===== src/rtl/zxuno_regbus_ctrl.sv =====
// ZX-UNO extended register bus front end: decodes the address/data I/O ports,
// holds the current register address, strobes peripherals and muxes read data.
module zxuno_regbus_ctrl #(
   parameter int unsigned NPERIPH   = 4,
   parameter logic [15:0] ADDR_PORT = 16'hFC3B,
   parameter logic [15:0] DATA_PORT = 16'hFD3B
) (
   input  logic                 clk,
   input  logic                 rst,
   input  logic [15:0]          a,
   input  logic                 iorq_n,
   input  logic                 rd_n,
   input  logic                 wr_n,
   input  logic [7:0]           din,
   input  logic [8*NPERIPH-1:0] periph_dout,
   input  logic [NPERIPH-1:0]   periph_oe_n,
   output logic [7:0]           zxuno_addr,
   output logic                 zxuno_regrd,
   output logic                 zxuno_regwr,
   output logic                 regaddr_changed,
   output logic [7:0]           dout,
   output logic                 oe_n
);

   typedef enum logic [1:0] {StIdle, StRdData, StRdAddr, StWaitEnd} state_t;

   state_t     state;
   logic       acc, wr, rd;
   logic       hit_addr, hit_data;
   logic [7:0] periph_sel;
   logic       periph_found;

   assign wr       = !iorq_n && !wr_n;
   assign rd       = !iorq_n && !rd_n;
   assign acc      = wr || rd;
   assign hit_addr = (a == ADDR_PORT);
   assign hit_data = (a == DATA_PORT);

   // Reset parks in StWaitEnd so an access still on the bus at release is ignored.
   always_ff @(posedge clk or posedge rst) begin
      if (rst) begin
         state           <= StWaitEnd;
         zxuno_addr      <= 8'h00;
         regaddr_changed <= 1'b0;
         zxuno_regwr     <= 1'b0;
         zxuno_regrd     <= 1'b0;
      end else begin
         regaddr_changed <= 1'b0;
         zxuno_regwr     <= 1'b0;
         unique case (state)
            StIdle: begin
               if (wr && hit_addr) begin
                  zxuno_addr      <= din;
                  regaddr_changed <= 1'b1;
                  state           <= StWaitEnd;
               end else if (wr && hit_data) begin
                  zxuno_regwr <= 1'b1;
                  state       <= StWaitEnd;
               end else if (rd && hit_data) begin
                  zxuno_regrd <= 1'b1;
                  state       <= StRdData;
               end else if (rd && hit_addr) begin
                  state <= StRdAddr;
               end
            end
            StRdData: begin
               if (!rd) begin
                  zxuno_regrd <= 1'b0;
                  state       <= StIdle;
               end
            end
            StRdAddr: begin
               if (!rd) state <= StIdle;
            end
            StWaitEnd: begin
               if (!acc) state <= StIdle;
            end
            default: state <= StIdle;
         endcase
      end
   end

   // Lowest-index enabled peripheral wins.
   always_comb begin
      periph_sel   = 8'hFF;
      periph_found = 1'b0;
      for (int unsigned k = 0; k < NPERIPH; k++) begin
         if (!periph_found && !periph_oe_n[k]) begin
            periph_sel   = periph_dout[8*k +: 8];
            periph_found = 1'b1;
         end
      end
   end

   always_comb begin
      oe_n = 1'b1;
      dout = 8'hFF;
      if (state == StRdData && zxuno_regrd) begin
         oe_n = 1'b0;
         dout = periph_sel;
      end else if (state == StRdAddr) begin
         oe_n = 1'b0;
         dout = zxuno_addr;
      end
   end

endmodule


===== config.mk =====
export PLATFORM = sky130hd
export DESIGN_NAME = zxuno_regbus_ctrl
export DESIGN_NICKNAME = d
export VERILOG_FILES = /design/src/rtl/zxuno_regbus_ctrl.sv
export SDC_FILE = /design/constraint.sdc
export NUM_CORES = 1
export LEC_CHECK = 0
export BUFFER_PORTS_ARGS = -buffer_cell sky130_fd_sc_hd__buf_2
export CAP_MARGIN = 0
export CELL_PAD_IN_SITES_DETAIL_PLACEMENT = 0
export CELL_PAD_IN_SITES_GLOBAL_PLACEMENT = 1
export CORE_MARGIN = 5
export CORE_UTILIZATION = 28
export CTS_CLUSTER_SIZE = 25
export DETAILED_ROUTE_END_ITERATION = 6
export PLACE_DENSITY_LB_ADDON = 0.1
export SYNTH_ARGS = -nofsm -noshare
export SYNTH_HDL_FRONTEND = slang
export SYNTH_SLANG_ARGS = --single-unit

===== constraint.sdc =====
create_clock -name clk -period 3.87 [get_ports clk]
set_clock_uncertainty 0.2 [all_clocks]
set_input_delay 0.9675 -clock clk [delete_from_list [all_inputs] [get_ports clk]]
set_output_delay 0.9675 -clock clk [all_outputs]
set_load 0.02 [all_outputs]

==> flow_metrics.tcl <==
set metrics [dict create \
    synth_top_family_by_area "compound AO/OA/AOI/OAI gates" \
    start_util_pct 28.52 \
    drv_cap 0 \
    avgRoutedWirePerCell_microns 13.11 \
    first_global_vias 1223 \
    drtAntennaViolNets 0 \
    synth_area_leaders "dfrtp_1 27%, mux2_2 9.9%, mux2i_1 8.8%, o22a_1 6.8%, ha_1 6.1%" \
    synth_compound_area_share_pct 21.29 \
    power_density_nw_per_um2 366.4 \
    yosysSeqAreaShare_pct 31.87 \
    dr.pass1.iters 4 \
    cts_setup_buffers 0 \
    fin_crit_ns 3.219 \
    ys_types 26 \
    grt_max_degree 18 \
    num_vias 1141 \
    drt-initial-drc-count 13 \
    critPathRequiredTime_ns 2.70 \
    row_count 22 \
    finalHoldViolations 0 \
    place.gp.congestion 0.8371 \
    ys_ff_latch 13 \
    drt-total-wl_microns 3119 \
    cts_tree "done" \
    crit_type "input pin to output pin" \
    syn_area_sq_um 1028 \
    port_buffers 84 \
    coreArea_sq_um 3606 \
    ctsHoldBuffers 0 \
    die_y_microns 70.61 \
    synth_fp_nets 177 \
    synth_top_cell_by_area "dfrtp_1" \
    netlist_instances 107 \
    cts_sinks 13 \
    grt_pass1_wl_microns 5133 \
    report.final.slew_viol_count 0 \
    io_pins 85 \
    post-route-period-util_pct 83.19 \
    clk_latency_ns 0.23 \
    tightest_slew_ns 0.7660 \
    gr-usage-all-layers_pct 12.21 \
    viasPerCell 4.794 \
    cts_resized 0 \
    dp_hpwl_microns 2732 \
    hp-class "register to register" \
    yosys.area.top_type_share_pct 26.76 \
    status "complete, no violations" \
    drc_errors 0 \
    grt_antenna_before_repair 0 \
    clk_pin_slew_ns 0.05 \
    synthXorXnorAreaFrac_pct 0 \
    layout-drive-gt1-share_pct 52.63 \
    dieWidth_microns 70.61 \
    synth-adder-area-share_pct 6.083 \
    crit_arrival_ns 2.05 \
    dieArea_sq_um 4985 \
    cts_htree_levels 1 \
    final_nets 261 \
    fmax_mhz 310.6 \
    synthMuxAreaShare_pct 18.61 \
    numCtsBuffers 3 \
    insertedDiodeCount 0 \
    peakVddDrop_mv 0.1546 \
    p_leak_nw 0.7985 \
    cts_root_buf "clkbuf_8" \
    startpoint_type "input pin" \
    yosys_warnings 0 \
    critPathMaxFanout 10 \
    syn2layout_area_growth_pct 49.27 \
    synth-simple-area-share_pct 18.49 \
    final_core_util_pct 42.57 \
    clk_path_buf_depth 2 \
    timing.setup.tns_ns 0 \
    grt_overflow 0 \
    maxSlewHeadroom_pct 48.46 \
    cp-end-kind "output pin" \
    rsz0062_at_grt "false" \
    setup_viol 0 \
    postSynthAreaPerCell_sq_um 9.612 \
]
-- report_power, final --
part,internal [mW],leakage [nW],switching (mW)
sequential,0.146,0.169,0.00649
clock,0.0722,0.0228,0.0420
combinational,0.129,0.606,0.167
total,0.347,0.798,0.216
-- worst paths after layout --
path | startpoint | endpoint | slack (ns) | cells after the start
setup / recovery | periph_oe_n[1] | dout[1] | 0.65 | 6
hold / removal | zxuno_addr[7] | zxuno_addr[7] | 0.33 | 1
setup reg to reg | state[0] | state[1] | 1.67 | 6
hold reg to reg | zxuno_addr[7] | zxuno_addr[7] | 0.33 | 1
max in group asynchronous | rst | state[0] | 2.58 | 2
min in group asynchronous | rst | zxuno_addr[7] | 0.54 | 2
-- layout by cell type, fill, tap and decap left out, types with 6 or more instances in the layout --
cell type,Yosys,final
nor2_1,6,6
o22ai_1,8,8
buf_2,0,84
dfrtp_1,11,11
mux2i_1,9,9
o22a_1,8,8
o21ai_0,12,12
mux2_2,9,9
nor2b_1,8,8
-- per-stage QoR --
step / hold WS (ns) / cells / setup WS (ns) / cell area [sq um] / total power [mW]
after floorplan: 0.3648 / 107 / 0.6672 / 1028 / 0.3449
after global placement: 0.3109 / 234 / 0.6722 / 1490 / 0.4480
after detailed placement: 0.3204 / 234 / 0.6535 / 1490 / 0.4502
after CTS: 0.3329 / 238 / 0.6529 / 1535 / 0.5728
after global routing: 0.3652 / 238 / 0.4804 / 1535 / 0.6026
final: 0.3268 / 238 / 0.6507 / 1535 / 0.5625
-- sequential cells by signal, summed over array words and instances, names as in the netlist --
register         cells
zxuno_addr           8
regaddr_changed      1
zxuno_regrd          1
state                2
zxuno_regwr          1
-- area by class of cell --
class / instances / area [sq um]
clock buffer: 4 / 45.04
fill: 400 / 2071
inverter: 5 / 18.77
multi-input combinational: 84 / 663.1
sequential: 13 / 327.8
tap: 48 / 60.06
timing repair buffer: 84 / 420.4
-- routing by layer --
metal	part of all wire, %	global-route usage, %
met4	0	2.505
met3	11	3.267
met5	0	0
met2	48	21.93
met1	42	14.63
-- cell usage after synthesis --
library cell,n
o21ai_0,12
dfrtp_1,11
mux2_2,9
mux2i_1,9
nor2b_1,8
o22a_1,8
o22ai_1,8
nor2_1,6
clkbuf_1,5
ha_1,5
inv_1,5
nand4b_1,3
and2_1,2
dfstp_2,2
nand2b_1,2
nand3_1,2
a21oi_1,1
a22o_1,1
a31oi_1,1
a32o_1,1
and3_1,1
nand4bb_1,1
nor4_1,1
nor4_4,1
o32ai_1,1
or4_4,1
-- cells by family after synthesis --
group	after synthesis
DFF	13
AOI/OAI and AO/OA	33
buffers and inverters	10
muxes	18
and+or+nand+nor	28
adders and majority gates	5
-- critical path, cell delays in order --
cell,delay [ns]
buf_2,0.18
nand2b_1,0.20
o22a_1,0.22
mux2i_1,0.19
o22ai_1,0.11
buf_2,0.18
(Power assumes the default switching activity.)
